===== config.mk =====
export PLATFORM = sky130hd
export DESIGN_NAME = training_set_loader
export DESIGN_NICKNAME = d
export VERILOG_FILES = /design/src/rtl/training_set_loader_pkg.sv /design/src/rtl/training_set_loader_sample_store.sv /design/src/rtl/training_set_loader.sv
export SDC_FILE = /design/constraint.sdc
export NUM_CORES = 1
export LEC_CHECK = 0
export CORE_MARGIN = 5
export CORE_UTILIZATION = 30
export CTS_BUF_LIST = sky130_fd_sc_hd__clkbuf_8
export CTS_CLUSTER_SIZE = 10
export DETAILED_ROUTE_END_ITERATION = 7
export MAX_ROUTING_LAYER = met4
export PLACE_DENSITY = 0.59
export SLEW_MARGIN = 0
export SYNTH_ARGS = -nofsm -noshare
export SYNTH_HDL_FRONTEND = slang
export SYNTH_SLANG_ARGS = --single-unit

===== constraint.sdc =====
create_clock -name clk -period 5.1 [get_ports clk]
set_clock_uncertainty 0.15 [all_clocks]
set_input_delay 0.765 -clock clk [delete_from_list [all_inputs] [get_ports clk]]
set_output_delay 0.765 -clock clk [all_outputs]
set_load 0.05 [all_outputs]

===== src/rtl/training_set_loader_pkg.sv =====
// Shared types for the training set loader: the stored number format and the loader FSM states.
package training_set_loader_pkg;

  // Opaque number format; the loader only stores and forwards it.
  typedef logic [31:0] sfp;

  typedef enum logic [2:0] {
    LOAD,
    FULL,
    LAUNCH,
    WAIT,
    DONE
  } loader_state;

endpackage


===== src/rtl/training_set_loader_sample_store.sv =====
// Dataset storage: one write port selected by slot index, whole array visible on the outputs.
module sample_store
  import training_set_loader_pkg::*;
#(
  parameter int size = 2,
  parameter int num = 4,
  localparam int IW = $clog2(num + 1)
) (
  input  logic                      clk,
  input  logic                      rst_n,
  input  logic                      wr_en,
  input  logic [IW-1:0]             wr_index,
  input  sfp   [size-1:0]           wr_features,
  input  sfp                        wr_expected,
  output sfp   [num-1:0][size-1:0]  features,
  output sfp   [num-1:0]            expected
);

  always_ff @(posedge clk or negedge rst_n) begin
    if (!rst_n) begin
      features <= '0;
      expected <= '0;
    end else begin
      for (int i = 0; i < num; i++) begin
        if (wr_en && (wr_index == IW'(i))) begin
          features[i] <= wr_features;
          expected[i] <= wr_expected;
        end
      end
    end
  end

endmodule


===== src/rtl/training_set_loader.sv =====
// Collects a full training dataset over a valid/ready stream and launches perceptron training runs on it.
module training_set_loader
  import training_set_loader_pkg::*;
#(
  parameter int size = 2,
  parameter int num = 4,
  localparam int CW = $clog2(num + 1)
) (
  input  logic                      clk,
  input  logic                      rst_n,
  input  logic                      in_valid,
  output logic                      in_ready,
  input  sfp   [size-1:0]           in_features,
  input  sfp                        in_expected,
  input  logic                      clear,
  input  logic                      start,
  input  int                        cfg_epochs,
  input  sfp                        cfg_learning_rate,
  output sfp   [num-1:0][size-1:0]  train_values,
  output sfp   [num-1:0]            expected,
  output int                        epochs,
  output sfp                        learning_rate,
  output logic                      training,
  input  logic                      done_training,
  output logic [CW-1:0]             loaded_count,
  output logic                      busy,
  output logic                      run_done,
  output logic                      start_err
);

  loader_state state, next_state;
  logic        armed;
  logic        accept;
  logic        last_accept;
  logic        launch_req;

  // A clear arriving with a sample drops the sample, so the count restarts cleanly at zero.
  assign accept      = (state == LOAD) && in_valid && !clear;
  assign last_accept = accept && (loaded_count == CW'(num - 1));
  assign launch_req  = (state == FULL) && start && !clear;

  sample_store #(
    .size(size),
    .num (num)
  ) u_store (
    .clk        (clk),
    .rst_n      (rst_n),
    .wr_en      (accept),
    .wr_index   (loaded_count),
    .wr_features(in_features),
    .wr_expected(in_expected),
    .features   (train_values),
    .expected   (expected)
  );

  always_ff @(posedge clk or negedge rst_n) begin
    if (!rst_n) begin
      state         <= LOAD;
      loaded_count  <= '0;
      epochs        <= 0;
      learning_rate <= '0;
      armed         <= 1'b0;
      start_err     <= 1'b0;
    end else begin
      state     <= next_state;
      start_err <= (state == LOAD) && start;
      if (((state == LOAD) || (state == FULL)) && clear) begin
        loaded_count <= '0;
      end else if (accept) begin
        loaded_count <= loaded_count + CW'(1);
      end
      if (launch_req) begin
        epochs        <= (cfg_epochs < 1) ? 1 : cfg_epochs;
        learning_rate <= cfg_learning_rate;
      end
      // A done flag left high by the previous run must be seen low before it can end this one.
      if (state != WAIT) begin
        armed <= 1'b0;
      end else if (!done_training) begin
        armed <= 1'b1;
      end
    end
  end

  always_comb begin
    next_state = state;
    in_ready   = 1'b0;
    training   = 1'b0;
    busy       = 1'b0;
    run_done   = 1'b0;
    case (state)
      LOAD: begin
        in_ready = 1'b1;
        if (last_accept) next_state = FULL;
      end
      FULL: begin
        if (clear) next_state = LOAD;
        else if (start) next_state = LAUNCH;
      end
      LAUNCH: begin
        training   = 1'b1;
        busy       = 1'b1;
        next_state = WAIT;
      end
      WAIT: begin
        busy = 1'b1;
        if (armed && done_training) next_state = DONE;
      end
      DONE: begin
        run_done   = 1'b1;
        next_state = FULL;
      end
      default: next_state = LOAD;
    endcase
  end

endmodule


==> results.sh, run 1 <==
export IMPL_timing_reg2reg_setup_slack_ns=2.07
export IMPL_power_density_cell_area_mw_per_mm2=678
export IMPL_setup_viol_count_final=0
export IMPL_fin_crit_ns=3.62
export IMPL_floorplan_rows=88
export IMPL_timing_critical_path_depth=3
export IMPL_cts_htree_levels=3
export IMPL_gp_congestion=0.834
export IMPL_achievable_frequency_mhz=277
export IMPL_setup_ws_ns=1.48
export IMPL_final_layout_size_suffix_gt1_share_pct=32.9
export IMPL_cp_max_fo=11
export IMPL_finalInstanceArea_mm2=0.0261
export IMPL_place_ws_ns=1.55
export IMPL_vdd_ir_drop_max_mv=0.325
export IMPL_grt_start_max_net_pins=122
export IMPL_timing_critical_path_max_delay_family="buffers and inverters"
export IMPL_final_clock_period_utilization_by_the_worst_path_pct=70.9
export IMPL_yosysSeqAreaShare_pct=65.6
export IMPL_synth_lib_cells_used_distinct=30
export IMPL_chipHeight_um=251
export IMPL_first_pass_iters=4
export IMPL_ant_nets=0
export IMPL_post_synth_instance_area_mm2=0.0174
export IMPL_clkSlewWorstSetupHoldPaths_ns=0.06
export IMPL_final_hold_fails=0
export IMPL_setup_tns_ns=0
export IMPL_number_of_antenna_violations_at_the_first_check_in_global_routing=1
export IMPL_vias_per_cell=4.51
export IMPL_syn_area_per_cell_um2=16.7
export IMPL_io_pins=622
export IMPL_hold_path_startpoint="u_store.features[108]$_DFFE_PN0P_"
export IMPL_numClockSinks=456
export IMPL_rr_worst_depth=4
export IMPL_cts_tree="done"
export IMPL_route_vias_total=11400
export IMPL_power_leakage_uw=0.0119
export IMPL_result_of_the_run="finished, final reports clean"
export IMPL_slowest_delay_ns=0.91
export IMPL_unrepaired_setup_endpoints_after_global_routing="no"
export IMPL_drcViolationCount=0
export IMPL_cts_buffer_depth=3
export IMPL_hpwlAfterDp_mm=38.3
export IMPL_post_cts_resized_instances=0
export IMPL_timing_max_cap_violations=0
export IMPL_hold_path_class="flop to flop"
export IMPL_global_route_usage_total_pct=17.0
export IMPL_slowest_stage="sky130_fd_sc_hd__clkdlybuf4s50_1"
export IMPL_timing_hold_worst_endpoint="u_store.features[108]$_DFFE_PN0P_"
export IMPL_worstHoldPathCells=1
export IMPL_cp_arrival_ns=2.70
export IMPL_timing_critical_path_buf_inv=1
export IMPL_timing_critical_path_from_type="flop"
export IMPL_grt_ovfl_total=0
export IMPL_critical_path_reg2reg_startpoint="state[1]$_DFFE_PN0P_"
export IMPL_fp_dieArea_mm2=0.0629
export IMPL_routedWlPerCell_um=21.2
export IMPL_number_of_global_route_vias_before_repair=12500
export IMPL_clk_insertion_delay_late_ns=0.64
export IMPL_synth_warnings=0
export IMPL_synth_async_sr_flop_share_pct=100
export IMPL_numPortBuffers=621
export IMPL_slew_headroom_pct=27.3
export IMPL_cpMostUsedCell="sky130_fd_sc_hd__nor2b_1"
export IMPL_most_common_layout_cells="620 x sky130_fd_sc_hd__clkdlybuf4s50_1, 456 x sky130_fd_sc_hd__dfrtp_1, 447 x sky130_fd_sc_hd__mux2_2"
export IMPL_finalNetCount=1880
export IMPL_crit_path_cell_trace="nor2b_1, nor2b_1, clkdlybuf4s50_1"
export IMPL_core_region_area_mm2=0.0576
export IMPL_maxSlewViolCount=0
export IMPL_synth_main_ff_cell="sky130_fd_sc_hd__dfrtp_1"
export IMPL_synth_edf_count=0
export IMPL_critPathKind="flop to output pin"
export IMPL_die_x_um=251
export IMPL_number_of_storage_elements_in_the_synthesis_netlist=456
export IMPL_worst_slew_pin_slew_ns=1.09
export IMPL_crit_path_end_kind="output pin"
export IMPL_floorplan_initialDensity_pct=30.2
export IMPL_commonest_non_fill_non_tap_cell_in_the_layout="sky130_fd_sc_hd__clkdlybuf4s50_1"
export IMPL_synthesis_nets=1215
export IMPL_routed_wirelength_mm=53.5
export IMPL_number_of_instances_in_the_synthesized_netlist=1043
export IMPL_grt_pass1_wl_mm=80.3
export IMPL_crit_reg2reg_capture="u_store.features[242]$_DFFE_PN0P_"
export IMPL_cts_buffers=81
export IMPL_flow_area_growth_from_synthesis_pct=50.0
export IMPL_placed_cell_area_mm2=0.0244
export IMPL_cts_root_buffer="sky130_fd_sc_hd__clkbuf_8"
export IMPL_drt_first_iter_violations=402
export IMPL_critPathRequiredTime_ns=4.18
-- flip-flops by register name, indices dropped and copies added (netlist names) --
name / count
loaded_count: 3
armed: 1
state: 3
start_err: 1
u_store.expected: 128
learning_rate: 32
u_store.features: 256
epochs: 32
-- routing by layer --
metal | vias to the layer above | track usage, % | part of all wire, %
met5 | - | - | 0
met4 | 0 | 5.15 | 2.8
met3 | 93 | 5.84 | 7.4
met2 | 362 | 28.2 | 51
met1 | 5922 | 19.5 | 39
li1 | 5036 | - | -
-- kinds of logic after synthesis --
logic type | after synthesis | synth area share [%]
and+or+nand+nor | 64 | 2.45
adders and majority gates | 6 | 0.432
buffers and inverters | 59 | 2.02
AOI/OAI and AO/OA | 8 | 0.317
DFF | 456 | 65.6
muxes | 450 | 29.1
-- per-stage QoR --
| step | hold WS, ns | std cells | power, uW | utilization [%] |
|---|---|---|---|---|
| floorplan | 0.319 | 1043 | 11000 | - |
| global placement | 0.335 | 2389 | 14300 | 42.4 |
| detailed placement | 0.341 | 2389 | 14400 | 42.4 |
| CTS | 0.353 | 2529 | 17900 | 45.3 |
| global route | 0.356 | 2530 | 18400 | 45.3 |
| finish | 0.350 | 2531 | 17700 | 45.3 |
-- worst max path at each step --
stage,start,slack (ns),endpoint
after floorplan,state[1]$_DFFE_PN0P_,1.98,training
after global placement,in_valid,1.60,u_store.features[246]$_DFFE_PN0P_
after detailed placement,in_valid,1.55,u_store.features[242]$_DFFE_PN0P_
after CTS,state[2]$_DFFE_PN0P_,1.37,run_done
after global routing,state[1]$_DFFE_PN0P_,1.28,training
final,state[1]$_DFFE_PN0P_,1.48,training
-- timing repair --
action,in CTS,in global routing
buffers inserted,0,0
endpoints found under the hold margin,74,0
hold buffers,1,0
-- power breakdown --
group / switching (uW) / internal [uW] / leakage (uW)
logic: 5730 / 3090 / 0.00501
registers: 632 / 4820 / 0.00596
clock network: 1480 / 1910 / 0.000946
total: 7850 / 9820 / 0.0119
-- cells in the mapped netlist (all sizes together) (2+ instances only) --
library cell,number,area (um2)
a21o,2,15.0
a21oi,2,10.0
buf,44,294
clkbuf,10,37.5
dfrtp,456,11400
ha,6,75.1
inv,5,18.8
mux2,447,5030
mux2i,3,30.0
nand2,4,15.0
nand3b,2,15.0
nand4,5,50.1
nor2,3,11.3
nor2b,34,213
nor4,8,50.1
-- cell type report --
| cell class | instances | area (um2) |
|---|---|---|
| diodes | 2 | 5.00 |
| clock buffers | 103 | 1420 |
| clock inverters | 36 | 216 |
| well taps | 765 | 957 |
| fillers | 5283 | 31500 |
| multi-input cells | 528 | 5650 |
| flip-flops and latches | 456 | 11400 |
| inverters | 5 | 18.8 |
| repair buffers | 636 | 6390 |
Note: power is estimated with default switching activity, not from simulation.
==> run 2, diff against run 1 <==
--- a/config.mk
+++ b/config.mk
@@ -11,7 +11,7 @@
 export CTS_CLUSTER_SIZE = 10
 export DETAILED_ROUTE_END_ITERATION = 7
 export MAX_ROUTING_LAYER = met4
-export PLACE_DENSITY = 0.59
+export PLACE_DENSITY = 0.62
 export SLEW_MARGIN = 0
 export SYNTH_ARGS = -nofsm -noshare
 export SYNTH_HDL_FRONTEND = slang
==> constraint.sdc (replaced) <==
create_clock -name clk -period 3.2 [get_ports clk]
set_clock_uncertainty 0.15 [all_clocks]
set_input_delay 0.48 -clock clk [delete_from_list [all_inputs] [get_ports clk]]
set_output_delay 0.48 -clock clk [all_outputs]
set_load 0.05 [all_outputs]
==> results.sh, run 2 (synthesis results as in run 1) <==
export IMPL_placed_cell_area_mm2=0.0247
export IMPL_setup_viol_count_final=0
export IMPL_final_hold_fails=0
export IMPL_fin_crit_ns=2.97
export IMPL_crit_path_cell_trace="nor2b_1, clkdlybuf4s50_1"
export IMPL_final_layout_size_suffix_gt1_share_pct=33.7
export IMPL_grt_start_max_net_pins=68
export IMPL_routedWlPerCell_um=21.1
export IMPL_cts_htree_levels=3
export IMPL_first_pass_iters=4
export IMPL_routed_wirelength_mm=53.8
export IMPL_cts_buffers=83
export IMPL_power_density_cell_area_mw_per_mm2=1070
export IMPL_unrepaired_setup_endpoints_after_global_routing="no"
export IMPL_finalNetCount=1902
export IMPL_slowest_stage="sky130_fd_sc_hd__clkdlybuf4s50_1"
export IMPL_regMostFlops="u_store.features"
export IMPL_global_route_usage_total_pct=17.1
export IMPL_numClockSinks=456
export IMPL_area_occupied_by_multi_input_gates_mm2=0.00565
export IMPL_hold_path_class="primary input to async pin"
export IMPL_largest_register_ffs=256
export IMPL_timing_critical_path_buf_inv=1
export IMPL_post_route_util_pct=45.8
export IMPL_largest_registers="u_store.features x256, u_store.expected x128"
export IMPL_grt_ovfl_total=0
export IMPL_vdd_ir_drop_max_mv=0.618
export IMPL_floorplan_rows=88
export IMPL_numPortBuffers=621
export IMPL_vias_per_cell=4.49
export IMPL_timing_critical_path_max_delay_family="buffers and inverters"
export IMPL_drt_first_iter_violations=376
export IMPL_hpwlAfterDp_mm=38.8
export IMPL_cts_buffer_depth=3
export IMPL_maxSlewViolCount=0
export IMPL_cts_root_buffer="sky130_fd_sc_hd__clkbuf_8"
export IMPL_number_of_antenna_violations_at_the_first_check_in_global_routing=3
export IMPL_route_vias_total=11500
export IMPL_fillCellCount=5168
export IMPL_drcViolationCount=0
export IMPL_final_clock_period_utilization_by_the_worst_path_pct=92.9
export IMPL_cp_max_fo=11
export IMPL_grt_pass1_wl_mm=80.9
export IMPL_slowest_delay_ns=0.88
export IMPL_floorplan_initialDensity_pct=30.2
export IMPL_finalInstanceArea_mm2=0.0264
export IMPL_clk_insertion_delay_late_ns=0.64
export IMPL_worst_slew_pin_slew_ns=0.664
export IMPL_fp_dieArea_mm2=0.0629
export IMPL_commonest_non_fill_non_tap_cell_in_the_layout="sky130_fd_sc_hd__clkdlybuf4s50_1"
export IMPL_cp_arrival_ns=2.34
export IMPL_result_of_the_run="finished, final reports clean"
export IMPL_number_of_global_route_vias_before_repair=12500
export IMPL_crit_path_end_kind="output pin"
export IMPL_io_pins=622
export IMPL_clkSlewWorstSetupHoldPaths_ns=0.05
export IMPL_cts_setup_buffers=0
export IMPL_most_common_layout_cells="619 x sky130_fd_sc_hd__clkdlybuf4s50_1, 456 x sky130_fd_sc_hd__dfrtp_1, 447 x sky130_fd_sc_hd__mux2_2"
export IMPL_cts_tree="done"
export IMPL_chipHeight_um=251
export IMPL_critPathKind="flop to output pin"
export IMPL_die_x_um=251
export IMPL_critPathRequiredTime_ns=2.57
export IMPL_setup_tns_ns=0
export IMPL_power_leakage_uw=0.0121
export IMPL_sequential_cell_area_in_the_final_layout_mm2=0.0114
export IMPL_ant_nets=0
export IMPL_slew_headroom_pct=55.6
export IMPL_flow_area_growth_from_synthesis_pct=51.7
export IMPL_achievable_frequency_mhz=336
export IMPL_timing_critical_path_from_type="flop"
export IMPL_gp_congestion=0.874
export IMPL_timing_max_cap_violations=0
export IMPL_core_region_area_mm2=0.0576
run 2: layout make-up:
cell class                      instances  area share [%]
Tap cell                              765            3.63
Inverter                                5          0.0712
Clock buffer                           97            5.06
Clock inverter                         44            1.24
Sequential cell                       456            43.3
Antenna cell                            2          0.0190
Multi-Input combinational cell        528            21.4
Timing Repair Buffer                  656            25.3
run 2: power by group:
part	total, uW	internal [uW]	leakage (uW)	switching, uW
clock	5520	3080	0.000950	2440
combinational	14100	4970	0.00517	9100
sequential	8740	7680	0.00596	1060
run 2: final timing paths:
path | startpoint | endpoint | slack, ns | depth (start not counted)
max reg2reg | state[1]$_DFFE_PN0P_ | u_store.expected[98]$_DFFE_PN0P_ | 1.03 | 5
min reg2reg | u_store.features[7]$_DFFE_PN0P_ | u_store.features[7]$_DFFE_PN0P_ | 0.35 | 1
min in group clk | done_training | armed$_DFFE_PN0P_ | 0.29 | 2
min | rst_n | u_store.expected[26]$_DFFE_PN0P_ | 0.24 | 2
max | state[1]$_DFFE_PN0P_ | busy | 0.23 | 2
max in group asynchronous | rst_n | u_store.expected[5]$_DFFE_PN0P_ | 1.73 | 4
run 2: timing repair:
| item | CTS | global route |
|---|---|---|
| hold buffers | 1 | 0 |
| setup endpoints to repair | 1 | 0 |
| gates resized for setup | 1 | 0 |
| endpoints found under the hold margin | 59 | 0 |
run 2: layer usage:
layer / global-route usage, % / share of wire (%) / vias to the layer above
met1: 19.7 / 39 / 5860
li1: - / - / 5078
met2: 27.9 / 50 / 411
met4: 5.63 / 3.2 / 0
met5: - / 0 / -
met3: 6.16 / 8.1 / 111
run 2: stage by stage:
step | std cells | hold WS (ns) | setup slack, ns | total power, uW
global placement | 2409 | 0.323 | 0.489 | 22800
CTS | 2551 | 0.197 | 0.130 | 28700
global route | 2553 | 0.226 | 0.0737 | 29500
detailed placement | 2409 | 0.326 | 0.504 | 23000
finish | 2553 | 0.239 | 0.228 | 28300
floorplan | 1043 | 0.0344 | 0.368 | 17600
run 2: worst reg2reg max path: stages (launching register included):
cell and delay (ns):
sky130_fd_sc_hd__dfrtp_1 0.49, sky130_fd_sc_hd__nor3_4 0.23, sky130_fd_sc_hd__buf_4 0.21, sky130_fd_sc_hd__nand3_4 0.28, sky130_fd_sc_hd__buf_12 0.29, sky130_fd_sc_hd__mux2_2 0.43
==> run 3, diff against run 2 <==
--- a/config.mk
+++ b/config.mk
@@ -5,9 +5,11 @@
 export SDC_FILE = /design/constraint.sdc
 export NUM_CORES = 1
 export LEC_CHECK = 0
+export CAP_MARGIN = 5
 export CORE_MARGIN = 5
 export CORE_UTILIZATION = 30
 export CTS_BUF_LIST = sky130_fd_sc_hd__clkbuf_8
+export CTS_CLUSTER_DIAMETER = 30
 export CTS_CLUSTER_SIZE = 10
 export DETAILED_ROUTE_END_ITERATION = 7
 export MAX_ROUTING_LAYER = met4
==> results.sh, run 3 (synthesis results as in run 1) <==
export IMPL_fin_crit_ns=3.01
export IMPL_whs_ns=0.218
export IMPL_hpwlAfterDp_mm=38.8
export IMPL_crit_path_cell_trace="nor2b_1, clkdlybuf4s50_1"
export IMPL_placed_cell_area_mm2=0.0247
export IMPL_final_layout_size_suffix_gt1_share_pct=36.3
export IMPL_achievable_frequency_mhz=332
export IMPL_placed_cells_incl_taps=2409
export IMPL_finalNetCount=1927
export IMPL_cts_buffers=108
export IMPL_grt_pass1_wl_mm=81.7
export IMPL_critPathKind="flop to output pin"
export IMPL_power_leakage_uw=0.0125
export IMPL_final_clock_period_utilization_by_the_worst_path_pct=94.2
export IMPL_global_route_usage_total_pct=17.2
export IMPL_core_region_area_mm2=0.0576
export IMPL_routedWlPerCell_um=20.7
export IMPL_route_vias_total=11700
export IMPL_power_density_cell_area_mw_per_mm2=1140
export IMPL_grt_start_max_net_pins=68
export IMPL_numPortBuffers=621
export IMPL_clkSlewWorstSetupHoldPaths_ns=0.05
export IMPL_timing_max_cap_violations=0
export IMPL_gp_congestion=0.874
export IMPL_die_x_um=251
export IMPL_hold_path_class="primary input to async pin"
export IMPL_routed_wirelength_mm=54.1
export IMPL_slowest_stage="sky130_fd_sc_hd__clkdlybuf4s50_1"
export IMPL_timing_critical_path_from_type="flop"
export IMPL_result_of_the_run="finished, final reports clean"
export IMPL_cts_htree_levels=3
export IMPL_clk_insertion_delay_late_ns=0.67
export IMPL_cts_root_buffer="sky130_fd_sc_hd__clkbuf_8"
export IMPL_slowest_delay_ns=0.89
export IMPL_top_layer_reached_by_signal_wires="met4"
export IMPL_cts_tree="done"
export IMPL_cp_arrival_ns=2.38
export IMPL_fp_dieArea_mm2=0.0629
export IMPL_flow_area_growth_from_synthesis_pct=57.6
export IMPL_routed_wl_met3_mm=4.49
export IMPL_rr_worst_depth=5
export IMPL_cts_buffer_depth=3
export IMPL_drt_first_iter_violations=365
export IMPL_numClockSinks=456
export IMPL_chipHeight_um=251
export IMPL_setup_tns_ns=0
export IMPL_met2_length_mm=26.7
export IMPL_finalInstanceArea_mm2=0.0274
export IMPL_crit_path_end_kind="output pin"
export IMPL_grt_ovfl_total=0
export IMPL_final_hold_fails=0
export IMPL_largest_registers="u_store.features x256, u_store.expected x128"
export IMPL_floorplan_initialDensity_pct=30.2
export IMPL_critPathRequiredTime_ns=2.57
export IMPL_first_pass_iters=4
export IMPL_cts_setup_buffers=0
export IMPL_unrepaired_setup_endpoints_after_global_routing="no"
export IMPL_number_of_global_route_vias_before_repair=12900
export IMPL_regMostFlops="u_store.features"
export IMPL_slew_headroom_pct=57.6
export IMPL_setup_viol_count_final=0
export IMPL_io_pins=622
export IMPL_ant_nets=0
export IMPL_vdd_ir_drop_max_mv=0.626
export IMPL_commonest_non_fill_non_tap_cell_in_the_layout="sky130_fd_sc_hd__clkdlybuf4s50_1"
export IMPL_cp_max_fo=11
export IMPL_most_common_layout_cells="619 x sky130_fd_sc_hd__clkdlybuf4s50_1, 456 x sky130_fd_sc_hd__dfrtp_1, 447 x sky130_fd_sc_hd__mux2_2"
export IMPL_largest_register_ffs=256
export IMPL_maxSlewViolCount=0
export IMPL_worst_slew_pin_slew_ns=0.634
export IMPL_final_cells=2613
export IMPL_wirelength_met1_mm=20.8
export IMPL_vias_per_cell=4.46
export IMPL_fillCellCount=5065
export IMPL_floorplan_rows=88
export IMPL_post_route_util_pct=47.6
export IMPL_number_of_antenna_violations_at_the_first_check_in_global_routing=3
export IMPL_drcViolationCount=0
[run 3: final cells by class]
cell class	count	area [um2]	area share (%)
Clock buffer	117	1610	5.88
Inverter	5	18.8	0.0685
Tap cell	765	957	3.49
Clock inverter	84	1080	3.96
Antenna cell	2	5.00	0.0183
Timing Repair Buffer	656	6660	24.3
Sequential cell	456	11400	41.6
Multi-Input combinational cell	528	5650	20.6
[run 3: final timing paths]
| path | slack [ns] | startpoint | to |
|---|---|---|---|
| setup / recovery | 0.19 | state[1]$_DFFE_PN0P_ | busy |
| hold / removal | 0.22 | rst_n | u_store.expected[26]$_DFFE_PN0P_ |
| setup reg to reg | 1.01 | state[1]$_DFFE_PN0P_ | u_store.features[9]$_DFFE_PN0P_ |
| hold reg to reg | 0.35 | u_store.features[97]$_DFFE_PN0P_ | u_store.features[97]$_DFFE_PN0P_ |
| max in group asynchronous | 1.73 | rst_n | u_store.expected[11]$_DFFE_PN0P_ |
| min in group clk | 0.27 | done_training | armed$_DFFE_PN0P_ |
[run 3: metal layers]
metal / track usage, % / vias to the layer above
met4: 6.41 / 0
met3: 6.46 / 127
li1: - / 5168
met5: - / -
met1: 19.4 / 5926
met2: 28.1 / 434
[run 3: critical path, delay by kind of cell (launching register included)]
family | cells | cell delay [ns]
buffers and inverters | 1 | 0.89
flip-flops | 1 | 0.53
AND/OR/NAND/NOR | 1 | 0.29
[run 3: timing repair]
item	in CTS	in global routing
endpoints found under the setup margin	1	0
hold buffers	1	0
gates resized for setup	1	0
endpoints found under the hold margin	65	0
[run 3: where the power goes]
group	switching, uW	internal [uW]	leakage [uW]	total (uW)
Clock	2900	5380	0.00142	8290
Combinational	9110	4970	0.00517	14100
Sequential	1060	7690	0.00596	8750
[run 3: metrics by stage]
step / setup WS (ns) / power [uW]
final: 0.185 / 31100
after global routing: 0.00790 / 32400
after CTS: 0.0694 / 31500
after detailed placement: 0.504 / 23000
after global placement: 0.489 / 22800
after floorplan: 0.368 / 17600
==> RTL edit 1, RTL diff (config.mk and constraints of run 3) <==
Register the inputs `cfg_epochs` and `cfg_learning_rate` before use, without a reset. The logic sees them one clock later. The other inputs are not delayed to match.
--- a/src/rtl/training_set_loader.sv
+++ b/src/rtl/training_set_loader.sv
@@ -27,6 +27,14 @@
   output logic                      run_done,
   output logic                      start_err
 );
+
+  int cfg_epochs_q;
+  sfp cfg_learning_rate_q;
+
+  always_ff @(posedge clk) begin
+    cfg_epochs_q        <= cfg_epochs;
+    cfg_learning_rate_q <= cfg_learning_rate;
+  end
 
   loader_state state, next_state;
   logic        armed;
@@ -70,8 +78,8 @@
         loaded_count <= loaded_count + CW'(1);
       end
       if (launch_req) begin
-        epochs        <= (cfg_epochs < 1) ? 1 : cfg_epochs;
-        learning_rate <= cfg_learning_rate;
+        epochs        <= (cfg_epochs_q < 1) ? 1 : cfg_epochs_q;
+        learning_rate <= cfg_learning_rate_q;
       end
       // A done flag left high by the previous run must be seen low before it can end this one.
       if (state != WAIT) begin
Behaviour: same outputs for any inputs over 4 cycles, from zero or initial values and one cycle with rst_n low; that may be too few to reach the edited logic, so the function may still have changed.
==> RTL edit 1 against run 3 <==
  * Power up 11%
  * Cell area up 7.7%
  * Worst setup slack worse by 33 ps
  * Via count up 4.6%
  * Non-clock buffer count up 17
  * First-iteration DRC count up 5.5%
  * Sequential share of layout area up 1.4 points
  * Area after synthesis up 11%
  * Routed wire length up 3.4%
  * Critical path depth up 1
  * Sequential cell count up 64
  * Count of clock-buffer cells in the layout up 10
  * Largest power group unchanged
==> RTL edit 1: results (changes against run 3) <==
synth_fa_ha_area_share_pct: 0.391  # -0.041 points
clk_pin_slew_ps: 60
ir_worst_vdd_uv: 688  # +9.9%
synth_compound_area_share_pct: 0.345  # +0.028 points
hp-start: "cfg_epochs[24]"
critPathSlowestCell: "clkdlybuf4s50_1"
syn_nets: 1282  # +5.5%
top_regs: "u_store.features x256, u_store.expected x128"
synth.area.top_cells: "dfrtp_1 59%, mux2_2 19%, mux2_4 9.4%"
drive_gt1_share_pct: 34.8  # -1.6 points
gp_congestion: 0.785  # -10%
largest_reg_flops: 256  # unchanged
yosys_warnings: 0  # unchanged
r2r_slack_ps: 760  # -250 ps
synthArstFlopShare_pct: 87.7  # -12 points
io_buffers: 621  # unchanged
first_pass_iters: 4  # unchanged
post_cts_buffers: 0  # unchanged
htree_levels: 3  # unchanged
synthMuxAreaShare_pct: 28.6  # -0.49 points
ff2ff_path_depth: 7  # +2
yosysSeqAreaShare_pct: 66.0  # +0.40 points
grt_pass1_vias: 13500  # +5.1%
timing.rr.end: "epochs[13]"
critPathMaxStageDelay_ps: 880
vias: 12200  # +4.6%
worst-path-max-fanout: 8  # -3
grt.total_usage_pct: 16.1  # -1.1 points
maxSlewHeadroom_pct: 45.3  # -12 points
dp_hpwl_um: 40000  # +3.0%
hp-class: "in2reg"
final_nets: 2015  # +4.6%
clock_path_buffers: 3  # unchanged
grt_max_degree: 81  # +19%
grt_pass1_wl_um: 85200  # +4.2%
drt-total-wl_um: 55900  # +3.4%
drt_iter0_drc: 385  # +5.5%
reg2reg_from: "cfg_epochs_q[31]"
synth_cell_types: 33  # +10%
clk_latency_ps: 650  # -20 ps
antenna_found_initial: 2  # -1
status: "complete, no violations"
synth-xor-area-share_pct: 0  # unchanged
power.leakage_nw: 13.5  # +8.0%
synth_top_cells_by_count: "456 x dfrtp_1, 327 x mux2_2, 120 x mux2_4"
crit_arrival_ps: 2420  # +40 ps
cts_made_buffers: 111  # +2.8%
-- RTL edit 1: changes by cell type in the layout (fill, tap and decap cells not counted), moves of 9 or more --
| cell | before | now |
|---|---|---|
| buf_4 | 20 | 10 |
| clkbuf_8 | 117 | 127 |
| clkinv_4 | 2 | 11 |
| dfxtp_1 | 0 | 64 |
| dlygate4sd3_1 | 1 | 26 |
| mux2_2 | 447 | 327 |
| mux2_4 | 0 | 120 |
-- RTL edit 1: how the worst max path moves through the flow --
stage | start | to | slack, ps | cells past startpoint
6_report | state[2] | run_done | 150 | 3
5_1_grt | state[2] | run_done | 2 | 3
4_1_cts | state[2] | run_done | 40 | 3
3_5_place_dp | clear | u_store.features[73] | 470 | 5
3_3_place_gp | clear | u_store.expected[42] | 510 | 5
2_1_floorplan | state[1] | training | 400 | 3
-- RTL edit 1: timing repair --
action	4_1_cts	5_1_grt
hold buffers	26	0
endpoints found under the setup margin	3	0
hold endpoints to repair	94	0
resized for setup	3	0
-- RTL edit 1: power breakdown --
| part | leakage [nW] | internal (mW) | switching (mW) |
|---|---|---|---|
| sequential | 6.49 | 8.76 | 1.24 |
| clock | 1.42 | 5.34 | 3.17 |
| combinational | 5.63 | 5.84 | 10.1 |
| total | 13.5 | 19.9 | 14.5 |
-- RTL edit 1: cell type report --
type                    count  area (um^2)
diodes                      2         5.00
clock buffers             127         1750
clock inverters            80         1000
fillers                  5560        33800
inverters                   8         30.0
multi-input cells         529         6110
flip-flops and latches    520        12700
well taps                 846         1060
repair buffers            673         6870
-- RTL edit 1: metal layers --
metal | up-vias | share of wire [%] | track usage, %
met3 | 97 | 8.1 | 5.87
met2 | 452 | 52 | 27.6
met4 | 0 | 2.6 | 5.81
met5 | - | 0 | -
met1 | 6230 | 38 | 17.3
li1 | 5412 | - | -
-- RTL edit 1: metrics by stage --
step	cells	setup WS [ps]	cell area (um^2)	hold slack, ps	power (mW)
finish	2785	152	29500	107	34.5
global route	2785	1.67	29500	28.5	35.8
CTS	2783	43.2	29500	1.12	34.9
detailed placement	2550	471	26500	297	26.2
global placement	2550	506	26500	292	26.0
floorplan	1110	397	19200	34.4	20.2
-- RTL edit 1: cells by family after synthesis --
kind of cell | after synthesis
adders and majority gates | 6
muxes | 449
and+or+nand+nor | 65
AOI/OAI and AO/OA | 9
DFF | 520
buffers and inverters | 61
-- RTL edit 1: critical path, delay by kind of cell, from the launching register on --
family | cells | cell delay (ps)
AND/OR/NAND/NOR | 1 | 180
flip-flops | 1 | 550
buffers and inverters | 2 | 1030
==> RTL edit 2, RTL diff (settings of run 3) <==
Made on the original files. `num` is set to 4 in 2 places; all go to 2.
--- a/src/rtl/training_set_loader_sample_store.sv
+++ b/src/rtl/training_set_loader_sample_store.sv
@@ -3,7 +3,7 @@
   import training_set_loader_pkg::*;
 #(
   parameter int size = 2,
-  parameter int num = 4,
+  parameter int num = 2,
   localparam int IW = $clog2(num + 1)
 ) (
   input  logic                      clk,
--- a/src/rtl/training_set_loader.sv
+++ b/src/rtl/training_set_loader.sv
@@ -3,7 +3,7 @@
   import training_set_loader_pkg::*;
 #(
   parameter int size = 2,
-  parameter int num = 4,
+  parameter int num = 2,
   localparam int CW = $clog2(num + 1)
 ) (
   input  logic                      clk,
Interface: changed (resized expected, loaded_count and train_values); port bits go from 622 to 429. The function was not compared with the original's and may differ.
==> RTL edit 2 against run 3 <==
  * Area after synthesis decreased by 39%
  * Synthesized cell count decreased by 40%
  * Cell area is 38% lower
  * Sequential share of layout area decreased by 2.9 points
  * Sequential cell count decreased by 193
  * First-iteration DRC count fell by 55%
  * Critical path depth unchanged
  * Power is 28% lower
  * Utilization is 1.3 points higher
  * Non-clock buffer count fell by 208
  * Worst setup slack gained 57 ps
  * Routed wire length fell by 43%
==> RTL edit 2: results (changes against run 3) <==
worst-path-max-fanout: 10  # -1
maxSlewHeadroom_pct: 61.3  # +3.7 points
clk_pin_slew_ps: 50  # about the same
critPathMaxStageDelay_ps: 870  # -20 ps
grt.total_usage_pct: 15.8  # -1.4 points
htree_levels: 3  # unchanged
ir_worst_vdd_uv: 714  # +14%
synth_top_cells_by_count: "263 x dfrtp_1, 175 x mux2_2, 76 x mux2_4"
cts_made_buffers: 71  # -34%
synthMuxAreaShare_pct: 29.9  # +0.72 points
num_antenna_cells: 0  # -2
top_regs: "u_store.features x128, u_store.expected x64"
drt_iter0_drc: 163  # -55%
layout_setup_ws_ps: 242  # +56.8 ps
synth_fa_ha_area_share_pct: 0.354  # -0.078 points
clk_latency_ps: 580  # -90 ps
synth_compound_area_share_pct: 0.566  # +0.25 points
r2r_slack_ps: 850  # -160 ps
timing.rr.end: "learning_rate[13]"
power.leakage_nw: 7.34  # -41%
nFillCells: 3050  # -40%
gp_congestion: 0.767  # -12%
drt-met1-wl_um: 12500  # -40%
syn_to_final_growth_pct: 60.1
ff2ff_path_depth: 5  # unchanged
post_cts_buffers: 0  # unchanged
antenna_found_initial: 0  # -3
dp_hpwl_um: 22600  # -42%
vias: 7159  # -39%
wl_met2_um: 14700  # -45%
place_inst: 1498  # -38%
grt_max_degree: 63  # -7.4%
synth_cell_types: 31  # +3.3%
yosys_most_used_dff: "dfrtp_1"
dp_slack_ps: 402  # -102 ps
place_area_um2: 15400  # -38%
cp_top_family: "buffers and inverters"
synth.area.top_cells: "dfrtp_1 62%, mux2_2 19%, mux2_4 11%"
syn_nets: 799  # -34%
synthArstFlopShare_pct: 100  # unchanged
io_buffers: 428  # -31%
p_sw_mw: 10.0  # -23%
avgSynthCellArea_um2: 16.8  # +1.0%
wl_met3_um: 2810  # -37%
crit_arrival_ps: 2330  # -50 ps
wl_per_cell_um: 18.9  # -8.5%
grt_pass1_vias: 7969  # -38%
whs_ps: 309  # +91.0 ps
drive_gt1_share_pct: 33.6  # -2.7 points
grt_pass1_wl_um: 46900  # -43%
cts-root-buf: "clkbuf_8"
final_nets: 1286  # -33%
drt-total-wl_um: 30800  # -43%
yosysSeqAreaShare_pct: 62.0  # -3.6 points
status: "complete, no violations"
RTL edit 2: area by class of cell:
type	instances	area share [%]
clock inverter	40	2.30
multi-input combinational	329	21.6
inverter	4	0.0884
clock buffer	88	7.13
timing repair buffer	448	26.7
sequential	263	38.8
tap	455	3.35
RTL edit 2: worst max-delay path by stage:
stage	startpoint	to	depth (start not counted)
after floorplan	state[2]	training	3
after global placement	clear	learning_rate[11]	6
after detailed placement	clear	learning_rate[13]	6
after CTS	state[1]	busy	2
after global routing	state[1]	busy	2
final	state[1]	busy	2
RTL edit 2: routing by layer:
layer  GRT usage [%]  up-vias
met5               -        -
met4            5.38        0
met3            6.60       53
met2            24.5      302
met1            18.6     3571
li1                -     3233
RTL edit 2: power groups by stage:
stage	combinational (mW)	clock [mW]	sequential [mW]
5_1_grt	12.3	5.11	6.02
4_1_cts	12.0	4.92	5.80
3_5_place_dp	12.0	0	5.83
2_1_floorplan	2.41	0	11.2
3_3_place_gp	12.0	0	5.78
6_report	11.9	4.76	5.79
RTL edit 2: kinds of logic (layout without fill, tap and decap cells):
logic type,Yosys count,after routing
multiplexers,256,256
AO/OA/AOI/OAI,9,9
adder cells (fa/ha/maj),3,3
flip-flops,263,263
buffers and inverters,38,580
AND/OR/NAND/NOR,61,61
RTL edit 2: timing repair:
action,4_1_cts,5_1_grt
endpoints found under the setup margin,1,0
hold buffers,1,0
endpoints found under the hold margin,57,0
gates resized for setup,1,0
